**src/rtl/vc_pop_arbiter.sv**
```systemverilog
// vc_pop_arbiter
//   Drains up to NUM_VC virtual-channel source FIFOs into two destination
//   FIFOs. VC0 has the highest priority; a VC that has been passed over
//   STARVE_LIMIT times is served next. Each popped word goes to the
//   destination selected by its DEST_BIT, two cycles after the pop.
//
// Ports
//   clk              rising-edge clock
//   reset            synchronous, active-high
//   src_empty        empty flag of each source FIFO
//   src_data         pop data of each source FIFO, VCi on [8i+7:8i]
//   src_read         one-hot pop strobe to the source FIFOs (combinational)
//   dst_almost_full  almost-full of the two destination FIFOs
//   dst_error        error flag of the two destination FIFOs
//   dst_write        one-hot push strobe to the destination FIFOs
//   dst_data         word pushed to the destinations
//   arb_state        FSM state: 00 IDLE, 01 RUN, 10 PAUSE
//   arb_error        sticky error flag
//   idle             IDLE with no word in flight
module vc_pop_arbiter #(
    parameter int DATA_SIZE    = 8,
    parameter int NUM_VC       = 4,
    parameter int DEST_BIT     = 4,
    parameter int STARVE_LIMIT = 4
) (
    input  logic                        clk,
    input  logic                        reset,
    input  logic [NUM_VC-1:0]           src_empty,
    input  logic [NUM_VC*DATA_SIZE-1:0] src_data,
    output logic [NUM_VC-1:0]           src_read,
    input  logic [1:0]                  dst_almost_full,
    input  logic [1:0]                  dst_error,
    output logic [1:0]                  dst_write,
    output logic [DATA_SIZE-1:0]        dst_data,
    output logic [1:0]                  arb_state,
    output logic                        arb_error,
    output logic                        idle
);

    localparam int CNT_W = $clog2(STARVE_LIMIT + 1);
    localparam int VC_W  = (NUM_VC > 1) ? $clog2(NUM_VC) : 1;
    localparam logic [CNT_W-1:0] LIMIT = CNT_W'(STARVE_LIMIT);

    typedef enum logic [1:0] {
        IDLE  = 2'b00,
        RUN   = 2'b01,
        PAUSE = 2'b10
    } state_t;

    state_t                state;
    logic [CNT_W-1:0]      wait_cnt [NUM_VC];
    logic [NUM_VC-1:0]     starved;
    logic [NUM_VC-1:0]     grant;
    logic [VC_W-1:0]       grant_vc;
    logic                  pause;
    logic                  all_empty;
    logic                  pop_any;
    logic                  pop_err;
    logic                  pop_valid_q;
    logic [VC_W-1:0]       pop_vc_q;
    logic [DATA_SIZE-1:0]  pop_word;

    assign pause     = |dst_almost_full;
    assign all_empty = &src_empty;

    // Grant selection. Loops run from the highest index down so the last
    // assignment, i.e. the lowest index, wins. The starved pass runs second
    // so a starved VC overrides plain priority.
    // NOTE: every always_comb output gets a default first; a path that
    // leaves one unassigned would infer a latch.
    always_comb begin
        grant    = '0;
        grant_vc = '0;
        for (int i = 0; i < NUM_VC; i++) begin
            starved[i] = ~src_empty[i] && (wait_cnt[i] >= LIMIT);
        end
        for (int i = NUM_VC - 1; i >= 0; i--) begin
            if (~src_empty[i]) begin
                grant    = '0;
                grant[i] = 1'b1;
                grant_vc = VC_W'(i);
            end
        end
        for (int i = NUM_VC - 1; i >= 0; i--) begin
            if (starved[i]) begin
                grant    = '0;
                grant[i] = 1'b1;
                grant_vc = VC_W'(i);
            end
        end
    end

    // Pops happen only in RUN with room downstream; grant is empty when
    // every source is empty, so no pop is issued that cycle.
    assign src_read = (state == RUN && !pause) ? grant : '0;
    assign pop_any  = |src_read;
    assign pop_err  = |(src_read & src_empty);

    // The source FIFO presents the popped word one cycle after the strobe.
    always_comb begin
        pop_word = '0;
        for (int i = 0; i < NUM_VC; i++) begin
            if (pop_vc_q == VC_W'(i)) begin
                pop_word = src_data[i*DATA_SIZE +: DATA_SIZE];
            end
        end
    end

    // NOTE: sequential state uses non-blocking assignments only, so every
    // flop samples the pre-edge value of every other flop.
    always_ff @(posedge clk) begin
        if (reset) begin
            state       <= IDLE;
            pop_valid_q <= 1'b0;
            pop_vc_q    <= '0;
            dst_write   <= '0;
            dst_data    <= '0;
            arb_error   <= 1'b0;
            // NOTE: the wait counters steer the grant, so this small array
            // is reset along with the control flops, unlike a data memory.
            for (int i = 0; i < NUM_VC; i++) begin
                wait_cnt[i] <= '0;
            end
        end else begin
            unique case (state)
                IDLE:    if (!all_empty && !pause) state <= RUN;
                RUN:     if (pause)                state <= PAUSE;
                         else if (all_empty)       state <= IDLE;
                PAUSE:   if (!pause)               state <= all_empty ? IDLE : RUN;
                default:                           state <= IDLE;
            endcase

            // Stage 1: remember which VC was popped.
            pop_valid_q <= pop_any;
            if (pop_any) begin
                pop_vc_q <= grant_vc;
            end

            // Stage 2: push the word the FIFO now drives; dst_data holds
            // its last value between pushes.
            dst_write <= '0;
            if (pop_valid_q) begin
                dst_write <= pop_word[DEST_BIT] ? 2'b10 : 2'b01;
                dst_data  <= pop_word;
            end

            // A waiting VC counts pops granted to others, saturating at
            // the limit; it restarts when served or when it drains.
            for (int i = 0; i < NUM_VC; i++) begin
                if (src_empty[i] || src_read[i]) begin
                    wait_cnt[i] <= '0;
                end else if (pop_any && wait_cnt[i] != LIMIT) begin
                    wait_cnt[i] <= wait_cnt[i] + 1'b1;
                end
            end

            if (|dst_error || pop_err) begin
                arb_error <= 1'b1;
            end
        end
    end

    assign arb_state = state;
    assign idle      = (state == IDLE) && !pop_valid_q && (dst_write == 2'b00);

endmodule

```
**config.mk**
```make
export PLATFORM = sky130hd
export DESIGN_NAME = vc_pop_arbiter
export DESIGN_NICKNAME = d
export VERILOG_FILES = /design/src/rtl/vc_pop_arbiter.sv
export SDC_FILE = /design/constraint.sdc
export NUM_CORES = 1
export LEC_CHECK = 0
export BUFFER_PORTS_ARGS = -buffer_cell sky130_fd_sc_hd__buf_4
export CORE_ASPECT_RATIO = 1.4
export CORE_UTILIZATION = 35
export CTS_CLUSTER_SIZE = 40
export DETAILED_ROUTE_END_ITERATION = 16
export GPL_TIMING_DRIVEN = 0
export PLACE_DENSITY_LB_ADDON = 0.3
export SLEW_MARGIN = 20
export SYNTH_ARGS = -nofsm -noshare
export SYNTH_HDL_FRONTEND = slang
export SYNTH_SLANG_ARGS = --single-unit
```
**constraint.sdc**
```tcl
create_clock -name clk -period 6.8 [get_ports clk]
set_input_delay 0.68 -clock clk [delete_from_list [all_inputs] [get_ports clk]]
set_output_delay 0.68 -clock clk [all_outputs]
set_load 0.01 [all_outputs]
```
==> metrics.yaml, run 1 <==
regArea_sq_um: 681
p_leak_nw: 0.891
place_congestion: 0.760
holdBufCountCts: 0
drt_wl_total_microns: 3660
irDropWorstVdd_mv: 0.0727
r2r_setup_slack_ns: 4.19
io_buffers: 57
worst_pin_slew_ns: 0.678
rr_endpoint: "wait_cnt[0][1]"
drive_gt1_share_pct: 35.8
antenna_cells: 0
grt_max_degree: 17
grt_pass1_wl_microns: 6240
post-cts-setup-buffers: 0
synth_top_area_share_pct: 21.5
yosys_most_used_dff: "dfxtp_1"
crit_top_cell: "buf_4"
viasPerCell: 5.12
fp.dieW_microns: 60.5
rsz0062_at_grt: "no"
critPathLaunchType: "input port"
grt.overflow.total: 0
synth_area_leaders: "edfxtp_1 21%, dfxtp_1 19%, mux4_2 11%"
reg2reg_depth: 7
critPathMaxFanout: 7
antenna_found_initial: 0
status: "complete, no violations"
die_y_microns: 83.9
fillers: 461
final_nets: 266
hp-start: "arb_error"
dp_hpwl_microns: 2950
synth_edf_count: 12
finalSetupViolCount: 0
synth_cell_type_count: 39
crit_path_end_kind: "output pin"
cts-root-buf: "clkbuf_8"
maxSlewHeadroom_pct: 54.8
async_flop_share_pct: 0
core_sq_um: 4570
min_period_ns: 2.89
final_hold_viol_count: 0
grtUsageTotal_pct: 16.0
crit_slowest_cell: "or4b_4"
drc: 0
clk_path_buf_depth: 2
io_pins: 60
power.total_uw: 372
max_freq_ghz: 0.346
syn-num-nets: 204
min_path_type: "reg -> reg"
ant_nets: 0
path_class: "in -> out"
netlist_instances: 154
htreeDepth: 1
hold_depth: 2
drt_iter0_markers: 38
area_growth_pct: 34.4
ys_warn_count: 0
max_cap_violations: 0
cp_slowest_stage_delay_ns: 0.53
cts.sinks: 28
worstSkewPairLatency_ns: 0.28
maxSlewViolCount: 0
syn_avg_cell_area_sq_um: 10.9
ys_ff_latch: 28
seq_area_frac_synth_pct: 40.6
required_ns: 6.12
clkTransAtPathRegs_ns: 0.09
r2r_start: "arb_state[1]"
finalCritPeriodShare_pct: 42.5
synthesis.area_sq_um: 1680
path_cells: "buf_4 > or4b_4 > or2_0 > buf_2 > nor3_1 > buf_4"
vias: 1418
ctsResizeCount: 0
rows: 29
multi_input_comb_area_sq_um: 910
start_util_pct: 36.7
dr.pass1.iters: 4
fin_skew_ns: 0.00232
cp.arrival_ns: 2.21
final.setup.tns_ns: 0
yosysTopAreaCell: "edfxtp_1"
numCtsBuffers: 3
p_per_area_nw_per_um2: 165
cts_tree: "yes"
hold_path_end: "arb_error"
dieArea_sq_um: 5080
first_global_vias: 1418
avgRoutedWirePerCell_microns: 13.2
[per-stage QoR]
| stage | hold WS (ns) | area (sq um) | util (%) | setup slack [ns] | std cells |
|---|---|---|---|---|---|
| after floorplan | 0.487 | 1680 | - | 4.04 | 154 |
| after global placement | 0.457 | 2180 | 47.8 | 3.80 | 273 |
| after detailed placement | 0.467 | 2180 | 47.8 | 3.77 | 273 |
| after CTS | 0.487 | 2250 | 49.3 | 3.89 | 277 |
| after global routing | 0.509 | 2250 | 49.3 | 3.83 | 277 |
| final | 0.481 | 2250 | 49.3 | 3.91 | 277 |
[layout by cell type (no fill, tap or decap), types with 2 or more instances in the layout]
cell type / n
nor2_1: 16
o31ai_1: 2
clkbuf_1: 6
nor3_1: 5
a31oi_1: 4
edfxtp_1: 12
nor2b_1: 2
buf_4: 57
nor4_1: 6
clkbuf_8: 3
and2_1: 3
o21ai_0: 4
nor4_2: 3
inv_1: 12
xnor2_1: 5
nand2_1: 2
dfxtp_1: 16
mux2i_1: 9
nand2b_1: 5
nor4b_1: 4
a21oi_1: 2
ha_1: 8
o21bai_1: 3
mux4_2: 8
[report_power, final]
group          leakage, nW  total (mW)  internal, mW  switching [mW]
clock network       0.0357       0.132        0.0789          0.0527
registers            0.264       0.185         0.180         0.00480
logic                0.592      0.0552        0.0317          0.0235
[Yosys cell counts (5+ instances only)]
library cell  count
clkbuf_1          6
dfxtp_1          16
edfxtp_1         12
ha_1              8
inv_1            12
mux2i_1           9
mux4_2            8
nand2b_1          5
nor2_1           16
nor3_1            5
nor4_1            6
xnor2_1           5
[per-layer routing]
layer  vias to the layer above  share of wire [%]  global-route usage (%)
met5                         -                  0                       0
met4                         0                1.5                    5.58
met3                         5                7.5                    2.64
met2                        63                 51                    27.6
met1                       655                 40                    19.3
li1                        695                  -                       -
[kinds of logic after synthesis]
group / share of synthesized area, %
simple gates: 20.9
mux: 16.1
xor+xnor: 2.61
flops: 40.6
compound gates: 8.65
buf+inv: 5.22
fa+ha+maj: 5.97
[how the worst max path moves through the flow]
stage	cells after the start	endpoint	from
after floorplan	7	wait_cnt[0][0]	dst_almost_full[1]
after global placement	8	wait_cnt[0][1]	dst_almost_full[1]
after detailed placement	8	wait_cnt[2][0]	dst_almost_full[1]
after CTS	6	src_read[1]	dst_almost_full[1]
after global routing	6	src_read[1]	dst_almost_full[1]
final	6	src_read[1]	dst_almost_full[1]
[layout make-up]
| class | instances | share of cell area [%] |
|---|---|---|
| buffer | 9 | 1.89 |
| clock buffer | 3 | 1.83 |
| clock inverter | 1 | 1.33 |
| inverter | 12 | 2.00 |
| multi-input combinational | 105 | 40.3 |
| sequential | 28 | 30.2 |
| tap | 62 | 3.44 |
| timing repair buffer | 57 | 19.0 |
[registers in the layout (all words and copies together) (netlist names)]
name,flops
arb_error,1
arb_state,2
dst_data,8
dst_write,2
pop_valid_q,1
pop_vc_q,2
wait_cnt,12
[worst max-delay path, delay by kind of cell]
kind	cells	cell delay, ns
simple gates	3	1.06
buf+inv	3	0.47
(Power assumes the default switching activity.)
==> run 2, diff against run 1 <==
Settings changed: ABC_AREA set to 1.
Clock period 6.8 ns to 2.3 ns, I/O delays scaled along.
==> run 2 against run 1 <==
Critical path depth is 1 higher; design area is 3.5% higher; cell count is 28% higher; flip-flop and latch count stayed put; synthesized cell count is 48% higher; setup slack worse by 3.3 ns; power grew to 2.9 times the previous value; routed wire length is 5.2% higher; non-clock buffer count is 2 lower.
==> metrics.yaml, run 2 <==
async_flop_share_pct: 0  # unchanged
layout_commonest_cell: "buf_4"
holdBufCountCts: 0  # unchanged
fin_area_sq_um: 2330  # +3.5%
finalCritPeriodShare_pct: 74.2
maxSlewViolCount: 0  # unchanged
syn-num-nets: 278  # +36%
grt.overflow.total: 0  # unchanged
seq_area_frac_synth_pct: 38.9  # -1.7 points
cp.buffers_inverters: 3  # unchanged
min_period_ns: 1.71
vias: 1644  # +16%
synth_cell_type_count: 31  # -21%
dieArea_sq_um: 5300  # +4.3%
largest_reg_flops: 12  # unchanged
worstSkewPairLatency_ns: 0.28  # about the same
core_sq_um: 4840  # +5.9%
cp_slowest_stage_delay_ns: 0.41  # -0.12 ns
rsz0062_at_grt: "no"
use_met3_pct: 2.41  # -0.22 points
numCtsBuffers: 3  # unchanged
top_usage_layer: "met2"
synth_area_leaders: "edfxtp_1 21%, dfxtp_1 18%, nand2_1 9.6%"
ys_warn_count: 0  # unchanged
worst_pin_slew_ns: 0.389  # -0.289 ns
yosys_most_used_dff: "dfxtp_1"
critPathMaxFanout: 5  # -2
crit_path_end_kind: "output pin"
regMostFlops: "wait_cnt"
use_met2_pct: 30.7  # +3.1 points
dr.pass1.iters: 4  # unchanged
synth_top_area_share_pct: 20.6  # -0.91 points
status: "complete, no violations"
min_path_type: "in -> reg"
syn_avg_cell_area_sq_um: 7.68  # -29%
synthMostInstantiatedCell: "nand2_1"
cts.sinks: 28  # unchanged
finalSetupViolCount: 0  # unchanged
final.setup.tns_ns: 0  # unchanged
ys_ff_latch: 28  # unchanged
crit_slowest_cell: "dfxtp_1"
fillers: 497  # +7.8%
synth_common_cells: "45 x nand2_1, 35 x inv_1, 27 x nor2_1, 19 x nand3_1, 16 x dfxtp_1"
avgRoutedWirePerCell_microns: 10.9  # -18%
maxSlewHeadroom_pct: 74.0  # +19 points
netlist_instances: 228  # +48%
dpl_cell_area_sq_um: 2270  # +3.8%
grt_util_met1_pct: 18.1  # -1.2 points
drive_gt1_share_pct: 30.0  # -5.8 points
fin_skew_ns: 0.00311  # +0.000786 ns
antenna_found_initial: 0  # unchanged
path_class: "reg -> out"
crit_family: "simple AND/OR/NAND/NOR gates"
startpoint: "arb_state[0]"
max_freq_ghz: 0.586
drc: 0  # unchanged
dp_cells: 350  # +28%
cts_tree: "yes"
post-cts-setup-buffers: 0  # unchanged
layout_common_cells: "59 x buf_4, 45 x nand2_1, 35 x inv_1, 27 x nor2_1, 19 x nand3_1"
die_y_microns: 85.7  # +2.1%
r2r_start: "arb_state[0]"
p_leak_nw: 1.18  # +33%
htreeDepth: 1  # unchanged
synth_edf_count: 12  # unchanged
required_ns: 2.07  # -4.05 ns
grt_pass1_wl_microns: 6700  # +7.3%
cp.arrival_ns: 1.48  # -0.73 ns
stdcell_count: 354  # +28%
max_cap_violations: 0  # unchanged
ctsResizeCount: 0  # unchanged
area_growth_pct: 33.2
first_global_vias: 1632  # +15%
yosysTopAreaCell: "edfxtp_1"
viasPerCell: 4.64  # -9.3%
ant_nets: 0  # unchanged
hp-start: "dst_error[0]"
p_per_area_nw_per_um2: 455  # +180%
path_cells: "inv_1 > nor2_1 > nand2_1 > nor2_2 > nand3_1 > inv_1 > buf_4"
grt_max_degree: 17  # unchanged
io_pins: 60  # unchanged
clkTransAtPathRegs_ns: 0.10  # about the same
irDropWorstVdd_mv: 0.199  # +170%
drt_iter0_markers: 27  # -29%
grtUsageTotal_pct: 16.7  # +0.67 points
final_nets: 341  # +28%
dp_hpwl_microns: 3170  # +7.2%
crit_top_cell: "inv_1"
rows: 30  # +3.4%
critPathLaunchType: "register"
fp.dieW_microns: 61.8  # +2.1%
io_buffers: 58  # +1.8%
largestRegisters: "wait_cnt: 12 flops, dst_data: 8 flops"
antenna_cells: 0  # unchanged
cts-root-buf: "clkbuf_8"
place_congestion: 0.810  # +6.6%
start_util_pct: 36.2  # -0.52 points
synthesis.area_sq_um: 1750  # +4.4%
drt_wl_total_microns: 3850  # +5.2%
clk_path_buf_depth: 2  # unchanged
final_hold_viol_count: 0  # unchanged
[run 2: cell count changes after synthesis, moves of 7 or more]
| cell | previous run | this run |
|---|---|---|
| a21oi_1 | 2 | 9 |
| inv_1 | 12 | 35 |
| mux2i_1 | 9 | 0 |
| mux4_2 | 8 | 0 |
| nand2_1 | 2 | 45 |
| nand3_1 | 0 | 19 |
| nor2_1 | 16 | 27 |
[run 2: cells by family after synthesis]
kind of cell / after synthesis / synth area share, %
buf+inv: 42 / 10.4
compound gates: 32 / 10.6
fa+ha+maj: 8 / 5.71
xor+xnor: 4 / 2.00
simple gates: 114 / 32.5
flops: 28 / 38.9
[run 2: layout make-up]
cell class	instances	area, sq um	share of cell area, %
multi-input combinational	158	890	38.1
sequential	28	681	29.2
timing repair buffer	58	435	18.7
inverter	36	138	5.90
tap	64	80.1	3.43
clock buffer	4	66.3	2.84
buffer	6	43.8	1.88
[run 2: stage by stage]
| step | power (mW) | hold slack [ns] | setup WS (ns) | util (%) |
|---|---|---|---|---|
| 2_1_floorplan | 0.642 | 0.350 | 0.962 | - |
| 3_3_place_gp | 0.726 | 0.437 | 0.825 | 46.8 |
| 3_5_place_dp | 0.728 | 0.448 | 0.795 | 46.8 |
| 4_1_cts | 1.08 | 0.148 | 0.572 | 48.2 |
| 5_1_grt | 1.12 | 0.164 | 0.453 | 48.2 |
| 6_report | 1.06 | 0.153 | 0.593 | 48.2 |
[run 2: path summary, 6_finish.rpt]
check             cells past startpoint  slack, ns              to
setup / recovery                      7       0.59     src_read[2]
hold / removal                        3       0.15       arb_error
setup reg to reg                      6       0.79  wait_cnt[2][0]
hold reg to reg                       2       0.49     dst_data[4]
[run 2: worst reg2reg max path: stages, from the launching register on]
cell     delay (ns)
dfxtp_1        0.41
inv_1          0.05
nor2_1         0.12
nand2_1        0.12
nor2_2         0.13
nand3_1        0.16
nand4_1        0.23
[run 2: report_power, final]
part | leakage, nW | switching (mW) | internal [mW]
Clock | 0.0339 | 0.158 | 0.190
Combinational | 0.884 | 0.0827 | 0.0874
Sequential | 0.264 | 0.0126 | 0.532
Total | 1.18 | 0.253 | 0.809
[run 2: layer usage]
layer | up-vias | wire length [microns] | share of wire [%]
met3 | 4 | 168 | 4.4
met1 | 730 | 1520 | 40
li1 | 865 | - | -
met4 | 0 | 69 | 1.8
met5 | - | 0 | 0
met2 | 45 | 2090 | 54
